--- config.mk ---
export PLATFORM = sky130hd
export DESIGN_NAME = rx_8b10b_align_decoder_flat
export DESIGN_NICKNAME = d
export VERILOG_FILES = /design/src/rtl/rx_8b10b_align_decoder_if.sv /design/src/rtl/rx_8b10b_align_decoder.sv /design/src/flat_wrapper.sv
export SDC_FILE = /design/constraint.sdc
export NUM_CORES = 1
export LEC_CHECK = 0
export CAP_MARGIN = 20
export CORE_ASPECT_RATIO = 0.9
export CORE_MARGIN = 2
export CORE_UTILIZATION = 55
export CTS_CLUSTER_SIZE = 20
export DETAILED_ROUTE_END_ITERATION = 8
export DONT_BUFFER_PORTS = 1
export GPL_TIMING_DRIVEN = 0
export PLACE_DENSITY = 0.69
export SETUP_SLACK_MARGIN = 0.05
export SYNTH_ARGS = -nofsm -noshare
export SYNTH_HDL_FRONTEND = slang
export SYNTH_SLANG_ARGS = --single-unit
--- constraint.sdc ---
create_clock -name i_Clk -period 5.15 [get_ports i_Clk]
set_input_delay 1.03 -clock i_Clk [delete_from_list [all_inputs] [get_ports i_Clk]]
set_output_delay 1.03 -clock i_Clk [all_outputs]
set_load 0.02 [all_outputs]
--- src/rtl/rx_8b10b_align_decoder_if.sv ---
// Serial-in / decoded-byte-out bundle for the 8b/10b receive aligner-decoder.
// Latency: n/a (wiring only).
// Backpressure: none; the serial side is qualified by i_Ser_Valid and the byte side is a one-cycle strobe.
//
// Ports carried:
//   i_Ser_Data, i_Ser_Valid, i_Realign              -> into the decoder
//   o_Data[7:0], o_K, o_Data_Valid, o_Code_Err,
//   o_Disp_Err, o_Locked, o_RD                      <- out of the decoder
interface rx_8b10b_align_decoder_if;
   logic       i_Ser_Data;
   logic       i_Ser_Valid;
   logic       i_Realign;
   logic [7:0] o_Data;
   logic       o_K;
   logic       o_Data_Valid;
   logic       o_Code_Err;
   logic       o_Disp_Err;
   logic       o_Locked;
   logic       o_RD;

   // master: the link side that feeds serial bits and consumes bytes
   modport master (
      output i_Ser_Data, i_Ser_Valid, i_Realign,
      input  o_Data, o_K, o_Data_Valid, o_Code_Err, o_Disp_Err, o_Locked, o_RD
   );

   // slave: the decoder itself
   modport slave (
      input  i_Ser_Data, i_Ser_Valid, i_Realign,
      output o_Data, o_K, o_Data_Valid, o_Code_Err, o_Disp_Err, o_Locked, o_RD
   );
endinterface

--- src/rtl/rx_8b10b_align_decoder.sv ---
// Serial 8b/10b receiver: K28.5 comma hunt, word lock, 10b->8b decode with code and RD checks.
// Latency: byte outputs register on the edge that samples the 10th bit of a symbol (strobe visible the next cycle).
// Backpressure: none; bits with i_Ser_Valid low are skipped, the byte side cannot stall.
//
// Ports:
//   i_Clk, i_Rst (async, active-high)
//   rx.i_Ser_Data / rx.i_Ser_Valid : serial bit, LSB (bit 0 of the symbol) first
//   rx.i_Realign                   : synchronous return to HUNT, clears all state
//   rx.o_Data {HGF,EDCBA}, rx.o_K, rx.o_Data_Valid, rx.o_Code_Err, rx.o_Disp_Err, rx.o_Locked, rx.o_RD
module rx_8b10b_align_decoder #(
   parameter int LOCK_COMMAS = 2,
   parameter int ERR_LIMIT   = 4
) (
   input logic                      i_Clk,
   input logic                      i_Rst,
   rx_8b10b_align_decoder_if.slave  rx
);

   localparam logic [9:0] K285_M   = 10'b0011111010;
   localparam logic [9:0] K285_P   = 10'b1100000101;
   localparam logic [3:0] LOCK_N   = 4'(LOCK_COMMAS);
   localparam logic [3:0] ERR_N    = 4'(ERR_LIMIT);

   typedef enum logic [1:0] {
      S_HUNT   = 2'd0,
      S_CHECK  = 2'd1,
      S_LOCKED = 2'd2
   } state_t;

   state_t     state_q;
   logic [9:0] sr_q;
   logic [3:0] bit_cnt_q;
   logic [3:0] fill_q;      // bits shifted since entering HUNT, saturating at 9
   logic [3:0] comma_cnt_q;
   logic [3:0] err_cnt_q;
   logic       rd_q;
   logic [7:0] data_q;
   logic       k_q;
   logic       dvld_q;
   logic       cerr_q;
   logic       derr_q;
   logic       locked_q;

   // ---------------------------------------------------------------
   // Decode helpers
   // ---------------------------------------------------------------
   // {ok, EDCBA}; the K28 6b codes are deliberately absent, they are only
   // legal as part of a full K28.5 symbol which is matched separately.
   function automatic logic [5:0] dec6(input logic [5:0] c);
      logic [5:0] r;
      case (c)
         6'b100111, 6'b011000: r = {1'b1, 5'd0};
         6'b011101, 6'b100010: r = {1'b1, 5'd1};
         6'b101101, 6'b010010: r = {1'b1, 5'd2};
         6'b110001:            r = {1'b1, 5'd3};
         6'b110101, 6'b001010: r = {1'b1, 5'd4};
         6'b101001:            r = {1'b1, 5'd5};
         6'b011001:            r = {1'b1, 5'd6};
         6'b111000, 6'b000111: r = {1'b1, 5'd7};
         6'b111001, 6'b000110: r = {1'b1, 5'd8};
         6'b100101:            r = {1'b1, 5'd9};
         6'b010101:            r = {1'b1, 5'd10};
         6'b110100:            r = {1'b1, 5'd11};
         6'b001101:            r = {1'b1, 5'd12};
         6'b101100:            r = {1'b1, 5'd13};
         6'b011100:            r = {1'b1, 5'd14};
         6'b010111, 6'b101000: r = {1'b1, 5'd15};
         6'b011011, 6'b100100: r = {1'b1, 5'd16};
         6'b100011:            r = {1'b1, 5'd17};
         6'b010011:            r = {1'b1, 5'd18};
         6'b110010:            r = {1'b1, 5'd19};
         6'b001011:            r = {1'b1, 5'd20};
         6'b101010:            r = {1'b1, 5'd21};
         6'b011010:            r = {1'b1, 5'd22};
         6'b111010, 6'b000101: r = {1'b1, 5'd23};
         6'b110011, 6'b001100: r = {1'b1, 5'd24};
         6'b100110:            r = {1'b1, 5'd25};
         6'b010110:            r = {1'b1, 5'd26};
         6'b110110, 6'b001001: r = {1'b1, 5'd27};
         6'b001110:            r = {1'b1, 5'd28};
         6'b101110, 6'b010001: r = {1'b1, 5'd29};
         6'b011110, 6'b100001: r = {1'b1, 5'd30};
         6'b101011, 6'b010100: r = {1'b1, 5'd31};
         default:              r = 6'd0;
      endcase
      return r;
   endfunction

   // {ok, HGF}; both P7 and A7 forms map to 7.
   function automatic logic [3:0] dec4(input logic [3:0] c);
      logic [3:0] r;
      case (c)
         4'b1011, 4'b0100: r = {1'b1, 3'd0};
         4'b1001:          r = {1'b1, 3'd1};
         4'b0101:          r = {1'b1, 3'd2};
         4'b1100, 4'b0011: r = {1'b1, 3'd3};
         4'b1101, 4'b0010: r = {1'b1, 3'd4};
         4'b1010:          r = {1'b1, 3'd5};
         4'b0110:          r = {1'b1, 3'd6};
         4'b1110, 4'b0001: r = {1'b1, 3'd7};
         4'b0111, 4'b1000: r = {1'b1, 3'd7};
         default:          r = 4'd0;
      endcase
      return r;
   endfunction

   function automatic logic [2:0] ones6(input logic [5:0] v);
      logic [2:0] n;
      n = 3'd0;
      for (int i = 0; i < 6; i++) n = n + {2'b00, v[i]};
      return n;
   endfunction

   function automatic logic [2:0] ones4(input logic [3:0] v);
      logic [2:0] n;
      n = 3'd0;
      for (int i = 0; i < 4; i++) n = n + {2'b00, v[i]};
      return n;
   endfunction

   // ---------------------------------------------------------------
   // Candidate symbol and its decode, evaluated every cycle
   // ---------------------------------------------------------------
   logic [9:0] sr_d;
   logic       k_hit;
   logic       k_minus;
   logic [5:0] d6;
   logic [3:0] d4;
   logic [2:0] n6;
   logic [2:0] n4;
   logic       de6;
   logic       de4;
   logic       rd_mid;
   logic       rd_d;
   logic       code_err;
   logic       disp_err;
   logic [7:0] byte_d;

   always_comb begin
      sr_d     = {rx.i_Ser_Data, sr_q[9:1]};
      k_minus  = (sr_d == K285_M);
      k_hit    = k_minus || (sr_d == K285_P);
      d6       = dec6(sr_d[9:4]);
      d4       = dec4(sr_d[3:0]);
      n6       = ones6(sr_d[9:4]);
      n4       = ones4(sr_d[3:0]);
      code_err = !k_hit && !(d6[5] && d4[3]);

      // 6b sub-block against entry RD. Unbalanced counts outside 2..4 are
      // never legal codes; they leave RD alone and show up as code errors only.
      de6    = 1'b0;
      rd_mid = rd_q;
      case (n6)
         3'd4: begin de6 = rd_q;  rd_mid = 1'b1; end
         3'd2: begin de6 = !rd_q; rd_mid = 1'b0; end
         3'd3: de6 = (rd_q && sr_d[9:4] == 6'b111000) || (!rd_q && sr_d[9:4] == 6'b000111);
         default: ;
      endcase

      // 4b sub-block against RD after the 6b block
      de4  = 1'b0;
      rd_d = rd_mid;
      case (n4)
         3'd3: begin de4 = rd_mid;  rd_d = 1'b1; end
         3'd1: begin de4 = !rd_mid; rd_d = 1'b0; end
         3'd2: de4 = (rd_mid && sr_d[3:0] == 4'b1100) || (!rd_mid && sr_d[3:0] == 4'b0011);
         default: ;
      endcase

      disp_err = de6 || de4;

      if (code_err)   byte_d = 8'h00;
      else if (k_hit) byte_d = 8'hBC;
      else            byte_d = {d4[2:0], d6[4:0]};
   end

   // ---------------------------------------------------------------
   // Alignment / lock FSM with registered outputs
   // ---------------------------------------------------------------
   always_ff @(posedge i_Clk or posedge i_Rst) begin
      if (i_Rst) begin
         state_q     <= S_HUNT;
         sr_q        <= '0;
         bit_cnt_q   <= '0;
         fill_q      <= '0;
         comma_cnt_q <= '0;
         err_cnt_q   <= '0;
         rd_q        <= 1'b0;
         data_q      <= '0;
         k_q         <= 1'b0;
         dvld_q      <= 1'b0;
         cerr_q      <= 1'b0;
         derr_q      <= 1'b0;
         locked_q    <= 1'b0;
      end else if (rx.i_Realign) begin
         // Realign beats any symbol completing this cycle: nothing is emitted.
         state_q     <= S_HUNT;
         sr_q        <= '0;
         bit_cnt_q   <= '0;
         fill_q      <= '0;
         comma_cnt_q <= '0;
         err_cnt_q   <= '0;
         rd_q        <= 1'b0;
         data_q      <= '0;
         k_q         <= 1'b0;
         dvld_q      <= 1'b0;
         cerr_q      <= 1'b0;
         derr_q      <= 1'b0;
         locked_q    <= 1'b0;
      end else begin
         dvld_q <= 1'b0;
         if (rx.i_Ser_Valid) begin
            sr_q <= sr_d;
            case (state_q)
               S_HUNT: begin
                  if (fill_q != 4'd9) fill_q <= fill_q + 4'd1;
                  // fill_q == 9 means this bit completes at least 10 fresh bits
                  if (fill_q == 4'd9 && k_hit) begin
                     bit_cnt_q   <= '0;
                     rd_q        <= k_minus;
                     comma_cnt_q <= 4'd1;
                     err_cnt_q   <= '0;
                     if (LOCK_N == 4'd1) begin
                        state_q  <= S_LOCKED;
                        locked_q <= 1'b1;
                        data_q   <= 8'hBC;
                        k_q      <= 1'b1;
                        cerr_q   <= 1'b0;
                        derr_q   <= 1'b0;
                        dvld_q   <= 1'b1;
                     end else begin
                        state_q  <= S_CHECK;
                     end
                  end
               end

               S_CHECK: begin
                  bit_cnt_q <= (bit_cnt_q == 4'd9) ? 4'd0 : bit_cnt_q + 4'd1;
                  if (bit_cnt_q == 4'd9) begin
                     if (k_hit) begin
                        // While acquiring, every comma re-seeds RD from its own
                        // form, so a run of same-form commas still builds lock.
                        rd_q        <= k_minus;
                        comma_cnt_q <= comma_cnt_q + 4'd1;
                        if (comma_cnt_q + 4'd1 == LOCK_N) begin
                           state_q  <= S_LOCKED;
                           locked_q <= 1'b1;
                           data_q   <= 8'hBC;
                           k_q      <= 1'b1;
                           cerr_q   <= 1'b0;
                           derr_q   <= 1'b0;
                           dvld_q   <= 1'b1;
                        end
                     end else if (code_err || disp_err) begin
                        rd_q    <= rd_d;
                        state_q <= S_HUNT;
                        fill_q  <= '0;
                     end else begin
                        rd_q    <= rd_d;
                     end
                  end
               end

               S_LOCKED: begin
                  bit_cnt_q <= (bit_cnt_q == 4'd9) ? 4'd0 : bit_cnt_q + 4'd1;
                  if (bit_cnt_q == 4'd9) begin
                     rd_q   <= rd_d;
                     data_q <= byte_d;
                     k_q    <= k_hit;
                     cerr_q <= code_err;
                     derr_q <= disp_err;
                     dvld_q <= 1'b1;
                     if (code_err || disp_err) begin
                        if (err_cnt_q + 4'd1 == ERR_N) begin
                           state_q   <= S_HUNT;
                           locked_q  <= 1'b0;
                           fill_q    <= '0;
                           err_cnt_q <= '0;
                        end else begin
                           err_cnt_q <= err_cnt_q + 4'd1;
                        end
                     end else begin
                        err_cnt_q <= '0;
                     end
                  end
               end

               default: begin
                  state_q  <= S_HUNT;
                  fill_q   <= '0;
                  locked_q <= 1'b0;
               end
            endcase
         end
      end
   end

   assign rx.o_Data       = data_q;
   assign rx.o_K          = k_q;
   assign rx.o_Data_Valid = dvld_q;
   assign rx.o_Code_Err   = cerr_q;
   assign rx.o_Disp_Err   = derr_q;
   assign rx.o_Locked     = locked_q;
   assign rx.o_RD         = rd_q;

endmodule

--- src/flat_wrapper.sv ---
// flat-port wrapper written by rule: the top's interface ports become plain ports
module rx_8b10b_align_decoder_flat 
#(
   parameter int LOCK_COMMAS = 2,
   parameter int ERR_LIMIT   = 4
)
  (i_Clk, i_Rst, rx_i_Ser_Data, rx_i_Ser_Valid, rx_i_Realign, rx_o_Data, rx_o_K, rx_o_Data_Valid, rx_o_Code_Err, rx_o_Disp_Err, rx_o_Locked, rx_o_RD);
  rx_8b10b_align_decoder_if rx_i ();
  input logic i_Clk;
  input logic i_Rst;
  input wire logic [$bits(rx_i.i_Ser_Data)-1:0] rx_i_Ser_Data;
  input wire logic [$bits(rx_i.i_Ser_Valid)-1:0] rx_i_Ser_Valid;
  input wire logic [$bits(rx_i.i_Realign)-1:0] rx_i_Realign;
  output wire logic [$bits(rx_i.o_Data)-1:0] rx_o_Data;
  output wire logic [$bits(rx_i.o_K)-1:0] rx_o_K;
  output wire logic [$bits(rx_i.o_Data_Valid)-1:0] rx_o_Data_Valid;
  output wire logic [$bits(rx_i.o_Code_Err)-1:0] rx_o_Code_Err;
  output wire logic [$bits(rx_i.o_Disp_Err)-1:0] rx_o_Disp_Err;
  output wire logic [$bits(rx_i.o_Locked)-1:0] rx_o_Locked;
  output wire logic [$bits(rx_i.o_RD)-1:0] rx_o_RD;
  assign rx_i.i_Ser_Data = rx_i_Ser_Data;
  assign rx_i.i_Ser_Valid = rx_i_Ser_Valid;
  assign rx_i.i_Realign = rx_i_Realign;
  assign rx_o_Data = rx_i.o_Data;
  assign rx_o_K = rx_i.o_K;
  assign rx_o_Data_Valid = rx_i.o_Data_Valid;
  assign rx_o_Code_Err = rx_i.o_Code_Err;
  assign rx_o_Disp_Err = rx_i.o_Disp_Err;
  assign rx_o_Locked = rx_i.o_Locked;
  assign rx_o_RD = rx_i.o_RD;
  rx_8b10b_align_decoder #(.LOCK_COMMAS(LOCK_COMMAS), .ERR_LIMIT(ERR_LIMIT)) u_core (.i_Clk(i_Clk), .i_Rst(i_Rst), .rx(rx_i));
endmodule
After elaboration in Yosys (flattened, before gate mapping) --
Memory sizes are Yosys's and may differ from the RTL's. Cells that the tools add are included.
Storage, ports and cells: flip-flop bits (word level) 42, ROM bits 448, bits of input ports 5, output and inout port bits 14, word-level logic and storage cells 182, memories 2
Cells by class: add/subtract/negate cells 12, equality and inequality tests 32, muxes and demuxes 91, reductions and logical operators 32
Memory list:
- (no name shown) | words 64, width 6, read ports 1, clocked after Yosys merged registers in 0, wr ports 0, RTL line rx_8b10b_align_decoder.sv:51 | case (c)
- (no name shown) | words 16, width 4, read ports 1, clocked after Yosys merged registers in 0, wr ports 0, RTL line rx_8b10b_align_decoder.sv:92 | case (c)
Operators by type and width (count):
- 4-bit two-way mux | 23
- 8-bit two-way mux | 8
- 1-bit two-way mux | 32
- 3-bit by 2-bit != test with 1-bit output (second input constant) | 9
- 4-bit one-hot mux with 2 select lines | 3
- 8-bit AND reduction | 3
- 10-bit two-way mux | 2
- 2-bit two-way mux | 10
- 3-bit by 1-bit adder with 3-bit output | 6
- 4-bit by 1-bit adder with 4-bit output (second input constant) | 4
- 8-bit one-hot mux with 2 select lines | 1
- 3-bit by 2-bit equality test with 1-bit output (second input constant) | 4
- 4-bit equality test (second input constant) | 3
- 1-bit one-hot mux with 2 select lines | 6
- 1-bit one-hot mux with 3 select lines | 4
- 4-bit one-hot mux with 3 select lines | 1
- 3-bit nonzero test | 4
- 10-bit equality test (second input constant) | 1
- 10-bit by 8-bit equality test with 1-bit output (second input constant) | 1
- 5-bit AND reduction | 2
- 4-bit by 2-bit equality test with 1-bit output (second input constant) | 2
- 4-bit != test (second input constant) | 2
- 1-bit logical AND | 7
- 6-bit by 3-bit equality test with 1-bit output (second input constant) | 1
- 20 further kinds | 28

Logic depth before layout (Yosys ltp) --
depth after elaboration 19, gate-level depth with buffers 15, gate-level depth less buffers 15

Worst setup path after synthesis --
No wires, ideal clock.
path kind input port to flip-flop, start point input rx_i_Ser_Data, end point register u_core.fill_q[2], library setup time 83 ps, arrival time 4245 ps, data required time 5067 ps, setup slack 823 ps, stages 14, path buffers 1, path through buf_6 inv_1 fa_1 inv_1 fa_1 inv_1 fa_1 nor2_1 nor2_1 or3b_1 a21oi_1 nor3_2 or4_1 o21ai_0
Between the ends: longest elaborated chain between the ends 11, elaborated cells between the ends (all ways) 30, those cells by class add/sub (1); eq/ne (10); mux (3); reduce/logical (15); memory (1)
Ends and longest elaborated chain:
- start: declaration | RTL line flat_wrapper.sv:11 | input wire logic [$bits(rx_i.i_Ser_Data)-1:0] rx_i_Ser_Data;
- 3-bit by 1-bit adder with 3-bit output | RTL line rx_8b10b_align_decoder.sv:110 | for (int i = 0; i < 6; i++) n = n + {2'b00, v[i]};
- 3-bit by 2-bit equality test with 1-bit output or 3-bit equality test (tied branches) | RTL line rx_8b10b_align_decoder.sv:153 | case (n6)
- 1-bit one-hot mux with 2 select lines | RTL line rx_8b10b_align_decoder.sv:153
- 1-bit logical NOT | RTL line rx_8b10b_align_decoder.sv:165, rx_8b10b_align_decoder.sv:166
- 1-bit logical AND | RTL line rx_8b10b_align_decoder.sv:166 | 3'd2: de4 = (rd_mid && sr_d[3:0] == 4'b1100) || (!rd_mid && sr_d[3:0] == 4'b0011);
- 1-bit logical OR | RTL line rx_8b10b_align_decoder.sv:166
- 1-bit one-hot mux with 3 select lines | RTL line rx_8b10b_align_decoder.sv:163 | case (n4)
- 1-bit logical OR | RTL line rx_8b10b_align_decoder.sv:170 | disp_err = de6 || de4;
- 1-bit logical OR | RTL line rx_8b10b_align_decoder.sv:254, rx_8b10b_align_decoder.sv:273
- 3-bit by 2-bit != test with 1-bit output (no source line)
- 8-bit AND reduction (no source line) (*)
- end signal: assignment | RTL line rx_8b10b_align_decoder.sv:216 | if (fill_q != 4'd9) fill_q <= fill_q + 4'd1;
- end: declaration | RTL line rx_8b10b_align_decoder.sv:33 | logic [3:0] fill_q;
Mark *: on every way between the ends. The rest lies on a longest branch, timed or not. A chain may end at the register's enable or synchronous reset.

Worst setup path in the final report --
start point register u_core.sr_q[8], end point register u_core.state_q[0]
Between the ends: longest elaborated chain between the ends 13, elaborated cells between the ends (all ways) 39, those cells by class add/sub (3); eq/ne (11); mux (8); reduce/logical (16); memory (1)
Ends and longest elaborated chain:
- start: declaration | RTL line rx_8b10b_align_decoder.sv:31 | logic [9:0] sr_q;
- start signal: assignment | RTL line rx_8b10b_align_decoder.sv:213 | sr_q <= sr_d;
- 3-bit by 1-bit adder with 3-bit output (3 in series) | RTL line rx_8b10b_align_decoder.sv:110
- 3-bit by 2-bit equality test with 1-bit output or 3-bit equality test (tied branches) | RTL line rx_8b10b_align_decoder.sv:153
- 1-bit one-hot mux with 2 select lines | RTL line rx_8b10b_align_decoder.sv:153
- 1-bit logical NOT | RTL line rx_8b10b_align_decoder.sv:165, rx_8b10b_align_decoder.sv:166
- 1-bit logical AND | RTL line rx_8b10b_align_decoder.sv:166
- 1-bit logical OR | RTL line rx_8b10b_align_decoder.sv:166
- 1-bit one-hot mux with 3 select lines | RTL line rx_8b10b_align_decoder.sv:163
- 1-bit logical OR | RTL line rx_8b10b_align_decoder.sv:170
- 1-bit logical OR | RTL line rx_8b10b_align_decoder.sv:254, rx_8b10b_align_decoder.sv:273
- 4-bit by 2-bit != test with 1-bit output (no source line) or 3-bit by 2-bit != test with 1-bit output (tied branches)
- 8-bit AND reduction (no source line)
- end signal: assignment | RTL line rx_8b10b_align_decoder.sv:182 | state_q <= S_HUNT;
- end signal: assignment | RTL line rx_8b10b_align_decoder.sv:256 | state_q <= S_HUNT;
- end signal: assignment | RTL line rx_8b10b_align_decoder.sv:275 | state_q <= S_HUNT;
- end: declaration | RTL line rx_8b10b_align_decoder.sv:30 | state_t state_q;
Parallel ways exist; a longest one is shown, timed or not. The select of a mux whose other input is x is not followed.

==> out/qor.yml <==
critical_path:
  max_stage_delay_ps: 540
  reg2reg_from: "u_core.sr_q[8]$_DFFE_PP0P_"
  worst_ep_arrival_time_ps: 4950
  critPathLaunchType: "flop"
  slowest_stage: "fa_1"
  critPathTopFamily: "adder cells"
  r2r_slack_ps: 420
  end_kind: "flop"
  path_cells: "clkbuf_2 > buf_1 > inv_1 > fa_1 > inv_1 > fa_1 > inv_1 > fa_1 > nor2_1 > nor2_1 > or3b_1 > a21oi_1 > nor3_1 > a221oi_1 > mux2i_1"
  rr_endpoint: "u_core.state_q[0]$_DFFE_PP0P_"
  path_class: "flop to flop"
  crit_buf_inv: 5
  worstPathRequired_ps: 5370
  cp_max_fo: 10
  worstRegToRegCells: 15
logic_synthesis:
  synth.area.top_cells: "dfrtp_1 30%, ha_1 8.0%, mux2i_1 5.6%"
  ys_types: 69
  synth_area_mm2: 0.00342
  synthSimpleGateAreaFrac_pct: 23.3
  synth-edff-count: 0
  yosys.area.top_type_share_pct: 30.0
  synthCells: 405
  syn_nets: 436
  synthXorXnorAreaFrac_pct: 0
  synth-compound-area-share_pct: 21.8
  ys_seq_area_share_pct: 30.0
  ys_ff_latch: 41
  synth_top_family_by_area: "simple AND/OR/NAND/NOR gates"
  synthArstFlopShare_pct: 100
  yosys.area.top_type: "dfrtp_1"
  synth.area.mux_share_pct: 7.53
  postSynthAreaPerCell_um2: 8.45
  synth-adder-area-share_pct: 11.3
  yosys_warnings: 0
  synth-main-ff-cell: "dfrtp_1"
timing:
  maxSlewHeadroom_pct: 40.5
  fin_crit_sh_pct: 91.9
  max_freq_mhz: 211
  final.setup.worst_slack_ps: 416
  finClkSkew_ps: 7.48
  setup_viol: 0
  setup_tns_ps: 0
  hold_violations: 0
  whs_ps: 539
  worst_pin_slew_ps: 892
  rsz0062_at_grt: "false"
  post-route-min-period_ps: 4730
  slew_viol_final: 0
outcome:
  status: "finished, final reports clean"
drt:
  route.detailed.wl_per_inst_um: 16.8
  avgViaCountPerCell: 6.26
  route.vias.total: 3037
  drtIter0Drc: 200
  antenna_left: 0
  drt_wl_total_um: 8140
  drt_pre_antenna_iters: 5
  post-route-drc-count: 0
layout:
  syn_to_final_growth_pct: 6.18
  stdcell_count: 485
  drive_above_1_share_pct: 7.99
  fin_util_pct: 59.8
  seq_area_mm2: 0.00103
  diodes: 0
  nets: 443
  fillers: 567
  multiInputGateArea_mm2: 0.00219
floorplan:
  start_util_pct: 56.3
  die_w_um: 87.1
  die_area_mm2: 0.00687
  pin_count: 19
  num_rows: 27
  die_y_um: 78.8
  coreArea_mm2: 0.00608
hold_path:
  holdPathEnd: "u_core.fill_q[0]$_DFFE_PP0P_"
  hold_path_startpoint: "u_core.fill_q[0]$_DFFE_PP0P_"
  hold_depth: 1
  hold_path.class: "flop to flop"
global_routing:
  globalRoute.totalOverflow: 0
  grt_pass1_wl_um: 14100
  grt_max_degree: 42
  antenna_found_initial: 0
  grt_pass1_vias: 2906
  grt.total_usage_pct: 25.6
place:
  post-place-ws_ps: 323
  dp_cells: 477
  gp_congestion: 0.917
  dp_hpwl_um: 5970
  io_buffers: 0
clock_tree:
  htreeDepth: 2
  cts_buffers: 5
  cts_buffer_depth: 2
  insertion_delay_ps: 300
  cts.clk_slew.worst_paths_ps: 80
  clkSinkCount: 41
  ctsHoldBuffers: 0
  ctsRootBufferMaster: "clkbuf_8"
  cts_tree: "built"
power:
  vdd.ir_drop.worst_uv: 134
  p_per_area_mw_per_mm2: 223
  leakage_nw: 1.59
job:
  cap_viol_max_count: 0
==> placed cells by master, fill, tap and decap left out, types with 10 or more instances in the layout <==
| cell | count |
|---|---|
| nand2b_1 | 11 |
| dfrtp_1 | 41 |
| a211oi_1 | 10 |
| nand2_1 | 35 |
| inv_1 | 27 |
| o21ai_0 | 28 |
| nor3_1 | 10 |
| mux2i_1 | 19 |
| nand3_1 | 13 |
| nor2_1 | 48 |
| ha_1 | 22 |
| a21oi_1 | 24 |
==> Yosys cell counts, drive strengths merged, types with 6 or more instances <==
master / n
nand2b: 11
dfrtp: 41
nand2: 35
a21oi: 24
inv: 28
o21ai: 28
mux2i: 19
ha: 22
nand3: 13
nor3: 11
nor2: 50
a211oi: 13
buf: 13
clkbuf: 6
==> worst max path at each step <==
stage / to / slack, ps / startpoint / cells past startpoint
finish: u_core.state_q[0]$_DFFE_PP0P_ / 420 / u_core.sr_q[8]$_DFFE_PP0P_ / 15
global route: u_core.state_q[0]$_DFFE_PP0P_ / 220 / u_core.sr_q[8]$_DFFE_PP0P_ / 15
CTS: u_core.state_q[0]$_DFFE_PP0P_ / 300 / u_core.sr_q[8]$_DFFE_PP0P_ / 15
detailed placement: u_core.state_q[0]$_DFFE_PP0P_ / 320 / u_core.sr_q[8]$_DFFE_PP0P_ / 15
global placement: u_core.state_q[0]$_DFFE_PP0P_ / 400 / u_core.sr_q[8]$_DFFE_PP0P_ / 15
floorplan: u_core.fill_q[2]$_DFFE_PP0P_ / 820 / rx_i_Ser_Data / 14
==> state kept, by name (all words and copies together), names as in the netlist, 2 cells and up <==
name                flops
u_core.rx.o_Data        8
u_core.bit_cnt_q        4
u_core.fill_q           4
u_core.err_cnt_q        4
u_core.state_q          2
u_core.sr_q             9
u_core.comma_cnt_q      4
==> through the flow <==
step | power [mW] | instance area, µm²
final | 0.809 | 3630
after global routing | 0.855 | 3630
after CTS | 0.810 | 3630
after detailed placement | 0.538 | 3510
after global placement | 0.530 | 3510
after floorplan | 0.495 | 3420
==> power breakdown <==
part	switching, mW	internal, mW	leakage [nW]	total, mW
logic	0.122	0.0630	0.962	0.185
clock network	0.116	0.158	0.0574	0.273
registers	0.0151	0.336	0.568	0.351
==> cells by family after synthesis <==
family | after synthesis
flops | 41
compound gates | 110
simple gates | 154
fa+ha+maj | 29
buf+inv | 47
mux | 24
==> timing repair <==
item | 4_1_cts | 5_1_grt
setup endpoints to repair | 0 | 1
buffers inserted | 0 | 0
gates resized for setup | 0 | 2
hold endpoints to repair | 0 | 0
==> metal layers <==
metal	GRT usage, %	up-vias	part of all wire [%]
met3	4.37	10	6.3
met4	5.69	0	1.2
met5	0	-	0
li1	-	1472	-
met2	39.6	92	45
met1	37.6	1463	47
==> worst register-to-register path, stage by stage, from the launching register on <==
cell and delay [ps]:
dfrtp_1 400, clkbuf_2 260, buf_1 350, inv_1 230
fa_1 540, inv_1 50, fa_1 350, inv_1 80
fa_1 470, nor2_1 160, nor2_1 90, or3b_1 370
a21oi_1 320, nor3_1 190, a221oi_1 530, mux2i_1 280
==> final cells by class <==
cell class | count | area share, %
Buffer | 19 | 2.86
Clock buffer | 6 | 2.27
Clock inverter | 2 | 1.03
Inverter | 28 | 2.89
Multi-Input combinational cell | 317 | 60.2
Sequential cell | 41 | 28.2
Tap cell | 72 | 2.48
Note: power is estimated with default switching activity, not from simulation.
